===== src/rtl/pong_game_ctrl.sv =====
// ----------------------------------------------------------------------------
// pong_game_ctrl
// Game sequencer for the pong datapath. Drives the ball counters (reset and
// step enable), issues direction-flip strobes for wall and paddle bounces,
// detects misses, keeps both scores and runs the
// IDLE / SERVE / PLAY / SCORED / GAMEOVER sequence.
//
// Ports:
//   clk       system clock
//   reset     asynchronous, active-high
//   tick      one-cycle ball-step strobe (>= 4 cycles apart)
//   start     debounced start level (rising edge used)
//   xCoord    ball x from ball controller
//   yCoord    ball y from ball controller
//   padLY     top row of left paddle
//   padRY     top row of right paddle
//   ballEn    ball counter step enable
//   ballRst   holds ball counters at (0,0)
//   hCol      one-cycle x-direction flip pulse
//   vCol      one-cycle y-direction flip pulse
//   scoreL    left player score
//   scoreR    right player score
//   gameOver  high in GAMEOVER
//   winner    0 = left won, 1 = right won (valid with gameOver)
// ----------------------------------------------------------------------------
module pong_game_ctrl #(
   parameter int X_MAX       = 639,
   parameter int Y_MAX       = 479,
   parameter int LEFT_X      = 16,
   parameter int RIGHT_X     = 623,
   parameter int PADDLE_H    = 64,
   parameter int WIN_SCORE   = 7,
   parameter int SERVE_TICKS = 60
) (
   input  logic       clk,
   input  logic       reset,
   input  logic       tick,
   input  logic       start,
   input  logic [9:0] xCoord,
   input  logic [8:0] yCoord,
   input  logic [8:0] padLY,
   input  logic [8:0] padRY,
   output logic       ballEn,
   output logic       ballRst,
   output logic       hCol,
   output logic       vCol,
   output logic [3:0] scoreL,
   output logic [3:0] scoreR,
   output logic       gameOver,
   output logic       winner
);

   localparam int CNT_W = (SERVE_TICKS > 1) ? $clog2(SERVE_TICKS) : 1;

   typedef enum logic [2:0] {
      S_IDLE,
      S_SERVE,
      S_PLAY,
      S_SCORED,
      S_GAMEOVER
   } state_t;

   state_t             r_state;
   state_t             w_next;

   logic               r_startD;
   logic               r_chk;
   logic               r_hDir;
   logic               r_vDir;
   logic [CNT_W-1:0]   r_cnt;
   logic               r_ballEn;
   logic               r_ballRst;
   logic               r_hCol;
   logic               r_vCol;
   logic [3:0]         r_scoreL;
   logic [3:0]         r_scoreR;
   logic               r_gameOver;
   logic               r_winner;

   logic               w_startRise;
   logic               w_missL;
   logic               w_missR;
   logic               w_hitL;
   logic               w_hitR;
   logic               w_wall;
   logic [9:0]         w_y10;
   logic [9:0]         w_padLBot;
   logic [9:0]         w_padRBot;
   logic               w_serveEntry;

   logic               w_chk_n;
   logic [CNT_W-1:0]   w_cnt_n;
   logic               w_ballEn_n;
   logic               w_ballRst_n;
   logic               w_hCol_n;
   logic               w_vCol_n;
   logic [3:0]         w_scoreL_n;
   logic [3:0]         w_scoreR_n;
   logic               w_gameOver_n;
   logic               w_winner_n;

   assign w_startRise = start & ~r_startD;

   // Paddle span is evaluated at 10 bits so a paddle near the bottom cannot wrap.
   assign w_y10     = {1'b0, yCoord};
   assign w_padLBot = {1'b0, padLY} + 10'(PADDLE_H - 1);
   assign w_padRBot = {1'b0, padRY} + 10'(PADDLE_H - 1);

   assign w_missL = (xCoord == 10'd0) && r_hDir;
   assign w_missR = (xCoord == 10'(X_MAX)) && !r_hDir;
   assign w_hitL  = (xCoord == 10'(LEFT_X)) && r_hDir &&
                    (w_y10 >= {1'b0, padLY}) && (w_y10 <= w_padLBot);
   assign w_hitR  = (xCoord == 10'(RIGHT_X)) && !r_hDir &&
                    (w_y10 >= {1'b0, padRY}) && (w_y10 <= w_padRBot);
   assign w_wall  = ((yCoord == 9'd0) && r_vDir) ||
                    ((yCoord == 9'(Y_MAX)) && !r_vDir);

   // State register
   always_ff @(posedge clk or posedge reset) begin
      if (reset) begin
         r_state <= S_IDLE;
      end else begin
         r_state <= w_next;
      end
   end

   // Next-state logic
   always_comb begin
      w_next = r_state;
      case (r_state)
         S_IDLE: begin
            if (w_startRise) w_next = S_SERVE;
         end
         S_SERVE: begin
            if (tick && (r_cnt == CNT_W'(SERVE_TICKS - 1))) w_next = S_PLAY;
         end
         S_PLAY: begin
            if (r_chk && (w_missL || w_missR)) w_next = S_SCORED;
         end
         S_SCORED: begin
            if ((r_scoreL == 4'(WIN_SCORE)) || (r_scoreR == 4'(WIN_SCORE)))
               w_next = S_GAMEOVER;
            else
               w_next = S_SERVE;
         end
         S_GAMEOVER: begin
            if (w_startRise) w_next = S_SERVE;
         end
         default: w_next = S_IDLE;
      endcase
   end

   assign w_serveEntry = (w_next == S_SERVE) && (r_state != S_SERVE);

   // Output / datapath next-value logic; everything is registered below.
   always_comb begin
      w_chk_n      = 1'b0;
      w_cnt_n      = r_cnt;
      w_ballEn_n   = 1'b0;
      w_ballRst_n  = (w_next != S_PLAY);
      w_hCol_n     = 1'b0;
      w_vCol_n     = 1'b0;
      w_scoreL_n   = r_scoreL;
      w_scoreR_n   = r_scoreR;
      w_gameOver_n = (w_next == S_GAMEOVER);
      w_winner_n   = r_winner;
      case (r_state)
         S_IDLE, S_GAMEOVER: begin
            if (w_startRise) begin
               w_scoreL_n = 4'd0;
               w_scoreR_n = 4'd0;
               w_winner_n = 1'b0;
            end
         end
         S_SERVE: begin
            if (tick) w_cnt_n = r_cnt + CNT_W'(1);
         end
         S_PLAY: begin
            w_ballEn_n = tick;
            // The check runs one cycle after ballEn, once the counters moved.
            w_chk_n    = r_ballEn;
            if (r_chk) begin
               if (w_missL) begin
                  w_scoreR_n = r_scoreR + 4'd1;
               end else if (w_missR) begin
                  w_scoreL_n = r_scoreL + 4'd1;
               end else begin
                  w_hCol_n = w_hitL || w_hitR;
                  w_vCol_n = w_wall;
               end
            end
         end
         S_SCORED: begin
            if (w_next == S_GAMEOVER) w_winner_n = (r_scoreR == 4'(WIN_SCORE));
         end
         default: ;
      endcase
      // Align the ball controller to +x,+y while it is held at (0,0).
      if (w_serveEntry) begin
         w_cnt_n  = '0;
         w_hCol_n = r_hDir;
         w_vCol_n = r_vDir;
      end
   end

   always_ff @(posedge clk or posedge reset) begin
      if (reset) begin
         r_startD   <= 1'b0;
         r_chk      <= 1'b0;
         r_hDir     <= 1'b0;
         r_vDir     <= 1'b0;
         r_cnt      <= '0;
         r_ballEn   <= 1'b0;
         r_ballRst  <= 1'b1;
         r_hCol     <= 1'b0;
         r_vCol     <= 1'b0;
         r_scoreL   <= 4'd0;
         r_scoreR   <= 4'd0;
         r_gameOver <= 1'b0;
         r_winner   <= 1'b0;
      end else begin
         r_startD   <= start;
         r_chk      <= w_chk_n;
         // Mirrors track the ball controller's direction flags.
         r_hDir     <= r_hDir ^ w_hCol_n;
         r_vDir     <= r_vDir ^ w_vCol_n;
         r_cnt      <= w_cnt_n;
         r_ballEn   <= w_ballEn_n;
         r_ballRst  <= w_ballRst_n;
         r_hCol     <= w_hCol_n;
         r_vCol     <= w_vCol_n;
         r_scoreL   <= w_scoreL_n;
         r_scoreR   <= w_scoreR_n;
         r_gameOver <= w_gameOver_n;
         r_winner   <= w_winner_n;
      end
   end

   assign ballEn   = r_ballEn;
   assign ballRst  = r_ballRst;
   assign hCol     = r_hCol;
   assign vCol     = r_vCol;
   assign scoreL   = r_scoreL;
   assign scoreR   = r_scoreR;
   assign gameOver = r_gameOver;
   assign winner   = r_winner;

endmodule

===== config.mk =====
export PLATFORM = sky130hd
export DESIGN_NAME = pong_game_ctrl
export DESIGN_NICKNAME = d
export VERILOG_FILES = /design/src/rtl/pong_game_ctrl.sv
export SDC_FILE = /design/constraint.sdc
export NUM_CORES = 1
export LEC_CHECK = 0
export ABC_AREA = 0
export BUFFER_PORTS_ARGS = -buffer_cell sky130_fd_sc_hd__buf_2
export CORE_MARGIN = 3
export CORE_UTILIZATION = 40
export DETAILED_ROUTE_END_ITERATION = 7
export PLACE_DENSITY_LB_ADDON = 0.1
export SYNTH_ARGS = -nofsm -noshare
export SYNTH_HDL_FRONTEND = slang
export SYNTH_SLANG_ARGS = --single-unit

===== constraint.sdc =====
create_clock -name clk -period 2.9 [get_ports clk]
set_input_delay 0.58 -clock clk [delete_from_list [all_inputs] [get_ports clk]]
set_output_delay 0.58 -clock clk [all_outputs]
set_load 0.01 [all_outputs]

---- Yosys cells after proc, flatten, opt, wreduce, memory -nomap -nowiden ----
Index checks and enable logic that the tools add are counted.
storage, ports and cells
  input bits .............................. 41
  bits in read-only memories .............. 0
  word-level logic and storage cells ...... 110
  output and inout bits ................... 14
  latch bits .............................. 0
  register bits after elaboration ......... 27
  memories ................................ 0
  memory bits (writable) .................. 0
cells by class
  add/subtract/negate cells ............... 5
  bitwise logic cells ..................... 4
  div/mod/pow operators ................... 0
  muxes and demuxes ....................... 31
  equality and inequality tests ........... 21
  reductions and logical operators ........ 31
  $mul .................................... 0
  order comparisons ....................... 4
  shift operators ......................... 0
operators by type and width
  cell                    number
  $mux W4                 6
  $add A9 B6 Y10 const B  2
  $eq A10 B10 Y1 const B  2
  $le A9 B10 Y1           2
  $ge A9 B9 Y1            2
  $mux W6                 3
  $pmux W4 S2             2
  $mux W1                 14
  $logic_and A1 B1 Y1     13
  $mux W3                 4
  $pmux W3 S4             1
  $eq A10 B5 Y1 const B   1
  $logic_not A10 Y1       1
  $ne A2 B2 Y1 const B    5
  $eq A9 B9 Y1 const B    1
  $logic_not A9 Y1        1
  $add A4 B1 Y4 const B   2
  $eq A4 B3 Y1 const B    2
  $reduce_bool A2 Y1      4
  $add A6 B1 Y6 const B   1
  $eq A3 B1 Y1 const B    2
  $eq A3 B2 Y1 const B    2
  $eq A3 B3 Y1 const B    2
  $eq A6 B6 Y1 const B    1
  other kinds (15)        20

---- Longest topological paths before layout ----
Gate-level depths: netlist of run 1.
  word-level depth ........................ 11
  gate-level depth with buffers ........... 12
  depth with buffers taken out ............ 12

---- Worst setup path before layout of run 1 ----
Ideal clock, no wire load.
  path kind ............................... input to register
  from .................................... input padLY[4]
  to ...................................... register r_hDir
  data required time ...................... 2.766 ns
  buffers on the path ..................... 0
  data arrival time ....................... 2.380 ns
  stages on the path ...................... 11
  library setup time ...................... 0.134 ns
  setup slack ............................. 0.386 ns
  cells stage by stage .................... nor4_1 > nand2_1 > nand2_1 > xnor2_1 > ha_1 > a21o_1 > a21oi_1 > o21ai_0 > o31ai_1 > and3_1 > o21ai_0
on the way
  longest elaborated chain between the ends .. 10
  elaborated cells between the ends (all ways) .. 12
  those cells by class .................... 1 x add/sub; 2 x order compare; 5 x mux; 1 x bitwise; 3 x reduce/logical
RTL lines
  element                                                      line      text
  start, declared                                              41        input logic [8:0] padLY,
  $add A9 B6 Y10 / $ge A9 B9 Y1 (equally long branches)        106, 112
  $le A9 B10 Y1 / $logic_and A1 B1 Y1 (equally long branches)  112, 111
  $logic_and A1 B1 Y1 (*)                                      112       (w_y10 >= {1'b0, padLY}) && (w_y10 <= w_padLBot);
  $logic_or A1 B1 Y1 (*)                                       188       w_hCol_n = w_hitL || w_hitR;
  $mux W1 (*)                                                  185       end else if (w_missR) begin
  $mux W1 (*)                                                  183       if (w_missL) begin
  $mux W1 (*)                                                  182       if (r_chk) begin
  $mux W1 (*)                                                  167       case (r_state)
  $mux W1 (*)                                                  199       if (w_serveEntry) begin
  $xor A1 B1 Y1 (*)                                            225       r_hDir <= r_hDir ^ w_hCol_n;
  end signal, assigned                                         225
  end, declared                                                68        logic r_hDir;
Mark *: on every way between the ends. The rest lies on a longest branch, timed or not.
A chain may end at the register's enable or synchronous reset.

---- Final worst setup path of run 1 ----
Same ends and word-level chain as after synthesis.

==> results.sh, run 1 <==
export IMPL_layout_worst_path_cycle_share_pct=85.3
export IMPL_grt_pass1_wl_um=10100
export IMPL_synthesis_instances=287
export IMPL_post_synth_num_cell_types=51
export IMPL_vias_per_cell=5.33
export IMPL_cp_startpoint="padLY[4]"
export IMPL_portBuffers=54
export IMPL_cp_data_arrival_time_ns=2.63
export IMPL_cts_inserted_buffers=3
export IMPL_placeableCoreArea_um2=5740
export IMPL_synth_top_cell_by_area="dfrtp_1"
export IMPL_die_area_um2=7150
export IMPL_floorplan_rows=27
export IMPL_overflow=0
export IMPL_dp_final_hpwl_um=4890
export IMPL_postSynth_topFlopCell="dfrtp_1"
export IMPL_ctsRootBufferMaster="clkbuf_8"
export IMPL_worstReg2RegEnd="scoreR[3]"
export IMPL_grt_start_max_net_pins=28
export IMPL_clock_sink_count=27
export IMPL_setup_reg_to_reg_worst_slack_ns=0.70
export IMPL_cts_hold_buf=0
export IMPL_synthesis_yosys_warnings=0
export IMPL_pin_count=55
export IMPL_first_global_vias=2157
export IMPL_post_cts_resize_count=0
export IMPL_count_of_state_elements_after_synthesis=27
export IMPL_data_required_time_at_the_worst_endpoint_ns=3.06
export IMPL_setup_worst_path_start_class="primary input"
export IMPL_timing_max_slew_rel_slack_pct=57.6
export IMPL_route_detailed_drc=0
export IMPL_post_layout_nonfiller_instances=418
export IMPL_post_synth_most_frequent_cells="ha_1, nand2_1, dfrtp_1"
export IMPL_report_final_slew_viol_count=0
export IMPL_worst_slew_pin_slew_ns=0.632
export IMPL_ant_nets=0
export IMPL_outcome="finished, final reports clean"
export IMPL_dr_first_iter_drc_count=69
export IMPL_die_height_um=84.6
export IMPL_via_count=2228
export IMPL_power_total_w=0.00103
export IMPL_grt_setup_unrepaired="false"
export IMPL_chipWidth_um=84.6
export IMPL_post_place_cells=414
export IMPL_cts_htree_levels=1
export IMPL_clock_tree_buffer_depth=2
export IMPL_hold_path_class="primary input to async pin"
export IMPL_synthMostInstantiatedCell="ha_1"
export IMPL_yosys_area_top_type_share_pct=26.3
export IMPL_worst_clock_skew_ns=0.00390
export IMPL_netlist_top_cells_area="dfrtp_1, ha_1, nand2_1"
export IMPL_worst_r2r_cell_count=5
export IMPL_power_density_nw_per_um2=359
export IMPL_layout_area_overhead_vs_synth_pct=16.9
export IMPL_clock_slew_at_reported_path_ffs_ns=0.10
export IMPL_post_cts_repair_setup_buffers=0
export IMPL_finish_stage_setup_viols=0
export IMPL_nets=429
export IMPL_mean_instance_size_in_the_synthesized_netlist_um2=8.61
export IMPL_timing_fmax_mhz=404
export IMPL_final_wl_um=5950
export IMPL_postSynthNetCount=369
export IMPL_tritoncts="done"
export IMPL_setup_worst_path_class="primary input to flip-flop"
export IMPL_synth_sequential_area_ratio_pct=27.4
export IMPL_power_ir_vdd_worst_mv=0.235
export IMPL_synth_edff_count=0
export IMPL_diodes=0
export IMPL_reg2reg_from="r_state[1]"
export IMPL_maxCapViolCount=0
export IMPL_p_leak_nw=1.43
export IMPL_synth_async_reset_ratio_pct=100
export IMPL_crit_path_max_fanout=3
export IMPL_final_layout_size_suffix_gt1_share_pct=20.5
export IMPL_hold_viol=0
export IMPL_syn_cell_area_um2=2470
export IMPL_insertion_delay_ns=0.28
export IMPL_globalRouteTotalUtil_pct=17.2
export IMPL_fin_setup_tns_ns=0
export IMPL_routability_congestion_estimate=0.806
export IMPL_initial_utilization_pct=43.0
export IMPL_avgRoutedWirePerCell_um=14.2
export IMPL_critical_path_endpoint="r_hDir"
export IMPL_finalCriticalPeriod_ns=2.47
export IMPL_worstSetupEndpointType="flip-flop"
export IMPL_grt_antenna_before_repair=0
export IMPL_drt_pass1_iter_count=4
flip-flops by register name (all words and copies together), names as in the netlist:
| signal | cells |
|---|---|
| ballEn | 1 |
| r_startD | 1 |
| ballRst | 1 |
| gameOver | 1 |
| r_state | 3 |
| winner | 1 |
| r_vDir | 1 |
| vCol | 1 |
| scoreL | 4 |
| r_chk | 1 |
| r_hDir | 1 |
| r_cnt | 6 |
| scoreR | 4 |
| hCol | 1 |
critical path: stages:
cell and delay (ns):
buf_2 0.10, nor4_1 0.27, buf_4 0.17, nand2_1 0.07, nand2_1 0.09, xnor2_1 0.12, ha_1 0.26, a21o_1 0.16
a21oi_1 0.19, o21ai_0 0.12, o31ai_1 0.25, and3_1 0.19, o21ai_0 0.08
logic make-up after synthesis:
kind of cell	after synthesis	share of synthesized area (%)
AOI/OAI and AO/OA	57	14.2
and+or+nand+nor	116	26.0
muxes	3	1.27
DFF	27	27.4
adders and majority gates	41	20.8
buffers and inverters	26	4.26
xor gates and xnor gates	17	6.03
power by group:
group	total, W	switching (W)	internal [W]	leakage (nW)
Sequential	0.000473	0.0000458	0.000427	0.349
Combinational	0.000341	0.000187	0.000154	1.06
Clock	0.000221	0.000123	0.0000977	0.0217
layout make-up:
class,count,area (um^2)
clock buffers,3,41.3
flip-flops and latches,27,677
well taps,72,90.1
clock inverters,1,7.51
fillers,588,2860
repair buffers,57,293
multi-input cells,234,1690
inverters,24,90.1
worst min-delay path by stage:
stage / startpoint / end / cells after the start
6_report: reset / r_chk / 3
5_1_grt: reset / r_chk / 3
4_1_cts: reset / r_chk / 3
3_5_place_dp: ballEn / r_chk / 1
3_3_place_gp: ballEn / r_chk / 1
2_1_floorplan: r_hDir / hCol / 2
metrics by stage:
step                cell area (um^2)  utilization [%]  hold slack [ns]  setup WS [ns]
detailed placement              2840             49.4            0.485          0.142
finish                          2890             50.3            0.340          0.427
global route                    2890             50.3            0.376          0.182
floorplan                       2470                -            0.478          0.386
CTS                             2890             50.3            0.354          0.445
global placement                2840             49.4            0.457          0.189
layout by cell type (no fill, tap or decap), types with 2 or more instances in the layout:
cell type and n:
nand3_1 12, a31oi_1 2, ha_1 41, nand4b_1 2, o21ai_0 13, nor3b_1 2, a31o_2 2, nand4_1 9
and3_1 2, nor3_1 7, dfrtp_1 26, o211ai_1 2, buf_2 54, a221oi_1 2, buf_4 3, nor4b_1 2
a21o_1 4, and2_1 3, inv_1 24, a211oi_1 2, nor2b_1 2, or3_1 3, nor4_1 4, or4_1 3
nand2_1 33, mux2i_1 2, o31ai_1 2, xor2_1 5, a21oi_1 19, xnor2_1 12, nor2_1 17, nand2b_1 2
o21a_1 2, clkbuf_8 3, nand3b_1 5
metal layers:
layer	share of wire (%)	vias up	global-route usage, %	wire, um
met5	0	-	0	0
met4	1.2	0	5.04	71
met3	4.8	6	2.16	283
met1	48	1011	23.3	2850
li1	-	1161	-	-
met2	46	50	28.5	2750
(Power assumes the default switching activity.)
==> inputs of run 2 (changes only) <==
- ABC_AREA: 0 -> 1
==> results.sh, run 2 <==
export IMPL_insertion_delay_ns=0.27
export IMPL_synth_top_cell_by_area="dfrtp_1"
export IMPL_chipWidth_um=89.6
export IMPL_worstReg2RegEnd="r_vDir"
export IMPL_overflow=0
export IMPL_synthesis_yosys_warnings=0
export IMPL_initial_utilization_pct=42.6
export IMPL_post_cts_resize_count=0
export IMPL_critical_path_endpoint="r_hDir"
export IMPL_hold_viol=0
export IMPL_fin_setup_tns_ns=0
export IMPL_report_final_slew_viol_count=0
export IMPL_worst_clock_skew_ns=0.00664
export IMPL_power_share_of_the_sequential_group_pct=43.4
export IMPL_place_area_um2=3190
export IMPL_post_synth_most_frequent_cells="nand2_1, inv_1, ha_1"
export IMPL_post_synth_num_cell_types=32
export IMPL_final_setup_worst_slack_ns=0.650
export IMPL_pin_count=55
export IMPL_avgRoutedWirePerCell_um=11.0
export IMPL_grt_setup_unrepaired="false"
export IMPL_cp_startpoint="padRY[2]"
export IMPL_clock_tree_buffer_depth=2
export IMPL_switching_share_pct=36.2
export IMPL_reg2reg_from="scoreR[0]"
export IMPL_worstSetupEndpointType="flip-flop"
export IMPL_portBuffers=54
export IMPL_power_ir_vdd_worst_mv=0.242
export IMPL_power_switching_w=0.000385
export IMPL_worst_slew_pin_slew_ns=0.334
export IMPL_postSynth_topFlopCell="dfrtp_1"
export IMPL_clock_sink_count=27
export IMPL_crit_path_max_fanout=4
export IMPL_largest_register_ffs=6
export IMPL_setup_worst_path_class="primary input to flip-flop"
export IMPL_data_required_time_at_the_worst_endpoint_ns=3.08
export IMPL_first_global_vias=2499
export IMPL_dp_final_hpwl_um=5340
export IMPL_ant_nets=0
export IMPL_setup_reg_to_reg_worst_slack_ns=1.26
export IMPL_cts_inserted_buffers=3
export IMPL_final_wl_um=6120
export IMPL_p_comb_share_pct=36.2
export IMPL_timing_max_slew_rel_slack_pct=77.7
export IMPL_grt_pass1_wl_um=10700
export IMPL_dr_first_iter_drc_count=83
export IMPL_power_internal_w=0.000678
export IMPL_synth_sequential_area_ratio_pct=24.2
export IMPL_grt_antenna_before_repair=0
export IMPL_preCtsSetupSlack_ns=0.344
export IMPL_synth_edff_count=0
export IMPL_synth_async_reset_ratio_pct=100
export IMPL_cts_htree_levels=1
export IMPL_outcome="finished, final reports clean"
export IMPL_grt_start_max_net_pins=28
export IMPL_final_layout_size_suffix_gt1_share_pct=17.3
export IMPL_globalRouteTotalUtil_pct=16.5
export IMPL_layout_worst_path_cycle_share_pct=77.6
export IMPL_hold_path_class="primary input to async pin"
export IMPL_post_cts_repair_setup_buffers=0
export IMPL_final_cell_mix="nand2_1, inv_1, buf_2"
export IMPL_syn_cell_area_um2=2800
export IMPL_mean_instance_size_in_the_synthesized_netlist_um2=6.92
export IMPL_count_of_state_elements_after_synthesis=27
export IMPL_postSynthNetCount=486
export IMPL_route_detailed_drc=0
export IMPL_clock_slew_at_reported_path_ffs_ns=0.10
export IMPL_finish_stage_setup_viols=0
export IMPL_layout_area_overhead_vs_synth_pct=15.8
export IMPL_placeableCoreArea_um2=6570
export IMPL_power_density_nw_per_um2=328
export IMPL_synthMostInstantiatedCell="nand2_1"
export IMPL_drt_pass1_iter_count=4
export IMPL_finalCriticalPeriod_ns=2.25
export IMPL_maxCapViolCount=0
export IMPL_synthesis_instances=404
export IMPL_die_area_um2=8030
export IMPL_largest_register="r_cnt"
export IMPL_die_height_um=89.6
export IMPL_netlist_top_cells_area="dfrtp_1, ha_1, nand2_1"
export IMPL_floorplan_rows=29
export IMPL_layout_core_utilization_pct=49.3
export IMPL_cp_data_arrival_time_ns=2.43
export IMPL_power_frac_clock_pct=20.4
export IMPL_tritoncts="done"
export IMPL_routability_congestion_estimate=0.823
export IMPL_post_route_cell_area_um2=3240
export IMPL_mostFrequentLayoutCell="nand2_1"
export IMPL_ctsRootBufferMaster="clkbuf_8"
export IMPL_via_count=2614
export IMPL_nets=546
export IMPL_cts_hold_buf=0
export IMPL_yosys_area_top_type_share_pct=23.3
export IMPL_worst_r2r_cell_count=9
export IMPL_p_leak_nw=1.84
export IMPL_vias_per_cell=4.70
export IMPL_timing_fmax_mhz=444
export IMPL_setup_worst_path_start_class="primary input"
export IMPL_diodes=0
run 2: cell count changes in the layout (fill, tap and decap cells not counted), sizes merged, moves of 4 or more:
| cell | before | now |
|---|---|---|
| xnor2 | 12 | 3 |
| nand3 | 12 | 33 |
| nand2 | 33 | 99 |
| xor2 | 5 | 16 |
| inv | 24 | 78 |
| nor4b | 4 | 0 |
| or4 | 4 | 0 |
| nor2 | 18 | 44 |
| nor3 | 7 | 13 |
run 2: logic make-up (layout without fill, tap and decap cells):
family                   after synthesis  count (layout)  share of synthesized area, %
flip-flops                            27              27                          24.2
AO/OA/AOI/OAI                         35              35                          7.83
XOR/XNOR                              19              19                          5.95
adder cells (fa/ha/maj)               41              41                          18.3
AND/OR/NAND/NOR                      204             204                          33.2
buffers and inverters                 78             137                          10.5
run 2: critical path, stage by stage:
cell and delay [ns]:
buf_2 0.13, nor2_1 0.14, nand3_1 0.11, inv_1 0.08
nand2_1 0.07, o21ai_0 0.19, xor2_1 0.17, ha_1 0.26
a21o_1 0.18, a21oi_1 0.12, nand2_1 0.06, nand2_1 0.07
nand2_1 0.05, nand2_1 0.05, nand2_1 0.05, nand3_1 0.07
nand2_1 0.05
run 2: area by class of cell:
class,instances,area [um^2]
Clock inverter,1,7.51
Clock buffer,3,41.3
Tap cell,93,116
Timing Repair Buffer,55,278
Fill cell,704,3330
Sequential cell,27,677
Multi-Input combinational cell,299,1830
Inverter,78,293
run 2: metrics by stage:
step	power [W]	hold WS, ns	std cells
2_1_floorplan	0.000733	0.488	404
3_3_place_gp	0.000849	0.502	552
3_5_place_dp	0.000859	0.515	552
4_1_cts	0.00108	0.353	556
5_1_grt	0.00117	0.385	556
6_report	0.00106	0.343	556
run 2: how the worst min path moves through the flow:
stage | from | depth (start not counted) | endpoint | slack, ns
after floorplan | r_hDir | 2 | r_hDir | 0.49
after global placement | r_hDir | 2 | r_hDir | 0.50
after detailed placement | r_hDir | 2 | r_hDir | 0.51
after CTS | reset | 3 | scoreL[2] | 0.35
after global routing | reset | 3 | scoreL[1] | 0.39
final | reset | 3 | r_vDir | 0.34
run 2: layer usage:
layer	vias to the layer above	global-route usage, %	wire length (um)
met5	-	0	0
met3	2	2.46	181
met4	0	1.49	10
li1	1412	-	-
met2	41	26.9	2690
met1	1159	23.8	3230
run 2: power by group through the flow:
stage / clock network, W / registers (W) / logic (W)
detailed placement: 0 / 0.000469 / 0.000390
CTS: 0.000225 / 0.000462 / 0.000392
global placement: 0 / 0.000468 / 0.000381
global route: 0.000242 / 0.000468 / 0.000455
finish: 0.000217 / 0.000461 / 0.000385
floorplan: 0 / 0.000466 / 0.000267
==> inputs of run 3 (changes only) <==
- clock period: 2.9 -> 2.1 ns (I/O delays scaled with it)
==> results.sh, run 3 (synthesis gave the netlist of run 2 again) <==
export IMPL_timing_fmax_mhz=512
export IMPL_final_wl_um=6540
export IMPL_hold_viol=0
export IMPL_timing_max_slew_rel_slack_pct=76.5
export IMPL_maxCapViolCount=0
export IMPL_setup_worst_path_start_class="primary input"
export IMPL_finish_stage_setup_viols=0
export IMPL_tritoncts="done"
export IMPL_chipWidth_um=89.6
export IMPL_overflow=0
export IMPL_grt_busiest_layer="met2"
export IMPL_crit_family="simple AND/OR/NAND/NOR gates"
export IMPL_hold_path_class="primary input to async pin"
export IMPL_groute_layer_met2_usage_pct=27.7
export IMPL_setup_reg_to_reg_worst_slack_ns=0.46
export IMPL_largest_register="r_cnt"
export IMPL_worst_clock_skew_ns=0.00402
export IMPL_portBuffers=54
export IMPL_mostFrequentLayoutCell="nand2_1"
export IMPL_timing_critical_path_buf_inv=3
export IMPL_critical_path_slowest_cell="ha_1"
export IMPL_finalCriticalPeriod_ns=1.95
export IMPL_routability_congestion_estimate=0.831
export IMPL_power_ir_vdd_worst_mv=0.246
export IMPL_route_detailed_drc=0
export IMPL_nets=568
export IMPL_power_density_nw_per_um2=434
export IMPL_ant_nets=0
export IMPL_clock_tree_buffer_depth=2
export IMPL_report_final_slew_viol_count=0
export IMPL_final_setup_worst_slack_ns=0.148
export IMPL_cp_data_arrival_time_ns=2.11
export IMPL_outcome="finished, final reports clean"
export IMPL_path_common_cell="nand2_1"
export IMPL_dr_first_iter_drc_count=90
export IMPL_m3_gr_usage_pct=2.65
export IMPL_drt_pass1_iter_count=4
export IMPL_diodes=0
export IMPL_timing_critical_path_slowest_cell_delay_ns=0.27
export IMPL_placeableCoreArea_um2=6570
export IMPL_first_global_vias=2510
export IMPL_timing_critical_path_cells="buf_2 -> inv_1 -> nand2_1 -> nor2_2 -> nand3_2 -> nand2_1 -> xor2_1 -> ha_1 -> and3_1 -> nand3b_1 -> nand2_1 -> inv_1 -> nand2_2 -> nand3_2 -> nand2_1 -> nand2_1 -> o21ai_0"
export IMPL_p_leak_nw=1.95
export IMPL_worstSetupEndpointType="flip-flop"
export IMPL_layout_worst_path_cycle_share_pct=93.0
export IMPL_whs_ns=0.182
export IMPL_globalRouteTotalUtil_pct=16.9
export IMPL_vias_per_cell=4.66
export IMPL_cts_htree_levels=1
export IMPL_dp_final_hpwl_um=5450
export IMPL_fin_setup_tns_ns=0
export IMPL_via_count=2695
export IMPL_clock_sink_count=27
export IMPL_die_height_um=89.6
export IMPL_grt_pass1_wl_um=11000
export IMPL_die_area_um2=8030
export IMPL_cts_hold_buf=0
export IMPL_final_layout_size_suffix_gt1_share_pct=27.4
export IMPL_largest_register_ffs=6
export IMPL_preCtsSetupSlack_ns=-0.255
export IMPL_insertion_delay_ns=0.28
export IMPL_crit_path_max_fanout=2
export IMPL_globalRouteMet1Util_pct=24.5
export IMPL_final_cell_mix="nand2_1, inv_1, buf_2"
export IMPL_grt_antenna_before_repair=0
export IMPL_layout_area_overhead_vs_synth_pct=27.4
export IMPL_worst_slew_pin_slew_ns=0.353
export IMPL_clock_slew_at_reported_path_ffs_ns=0.10
export IMPL_grt_start_max_net_pins=28
export IMPL_data_required_time_at_the_worst_endpoint_ns=2.26
export IMPL_setup_worst_path_class="primary input to flip-flop"
export IMPL_avgRoutedWirePerCell_um=11.3
export IMPL_initial_utilization_pct=42.6
export IMPL_cts_inserted_buffers=3
export IMPL_floorplan_rows=29
export IMPL_pin_count=55
export IMPL_ctsRootBufferMaster="clkbuf_8"
export IMPL_grt_setup_unrepaired="true"
run 3: cell count changes in the layout (fill, tap and decap cells not counted), moves of 6 or more:
cell | before | now
buf_4 | 1 | 23
inv_1 | 73 | 66
inv_2 | 5 | 12
nor2_1 | 39 | 33
run 3: per-stage QoR:
step,instance area (um^2),power (W),instances,utilization [%]
2_1_floorplan,2800,0.00101,404,-
3_3_place_gp,3350,0.00120,573,51.0
3_5_place_dp,3350,0.00121,573,51.0
4_1_cts,3400,0.00152,577,51.7
5_1_grt,3560,0.00170,578,54.3
6_report,3560,0.00155,578,54.3
run 3: path summary, 6_finish.rpt:
path,startpoint,end,cells past startpoint
worst max-delay path,padLY[3],hCol,17
worst min-delay path,reset,r_cnt[2],3
worst max register to register,scoreR[1],hCol,8
worst min register to register,r_hDir,r_hDir,2
max in group asynchronous,reset,ballRst,3
min in group clk,start,r_startD,1
run 3: area by class of cell:
type,count,area (um^2)
Fill cell,651,3000
Multi-Input combinational cell,299,1970
Sequential cell,27,677
Timing Repair Buffer,77,455
Inverter,78,293
Tap cell,93,116
Clock buffer,3,41.3
Clock inverter,1,7.51
run 3: timing repair:
| action | in CTS | in global routing |
|---|---|---|
| setup buffers | 0 | 1 |
| endpoints found under the setup margin | 0 | 2 |
| resized for setup | 0 | 40 |
run 3: per-layer routing:
metal / share of wire (%) / vias up
met3: 3.5 / 2
met2: 45 / 34
met1: 51 / 1197
met4: 0.32 / 0
li1: - / 1462
met5: 0 / -
run 3: report_power, final:
part	total [W]	leakage [nW]	internal (W)	switching, W
Sequential	0.000637	0.357	0.000582	0.0000551
Clock	0.000306	0.0217	0.000135	0.000171
Combinational	0.000604	1.57	0.000264	0.000340
run 3: tightest hold or removal path: stages:
cell and delay (ns):
buf_2 0.09, inv_1 0.04, buf_4 0.32
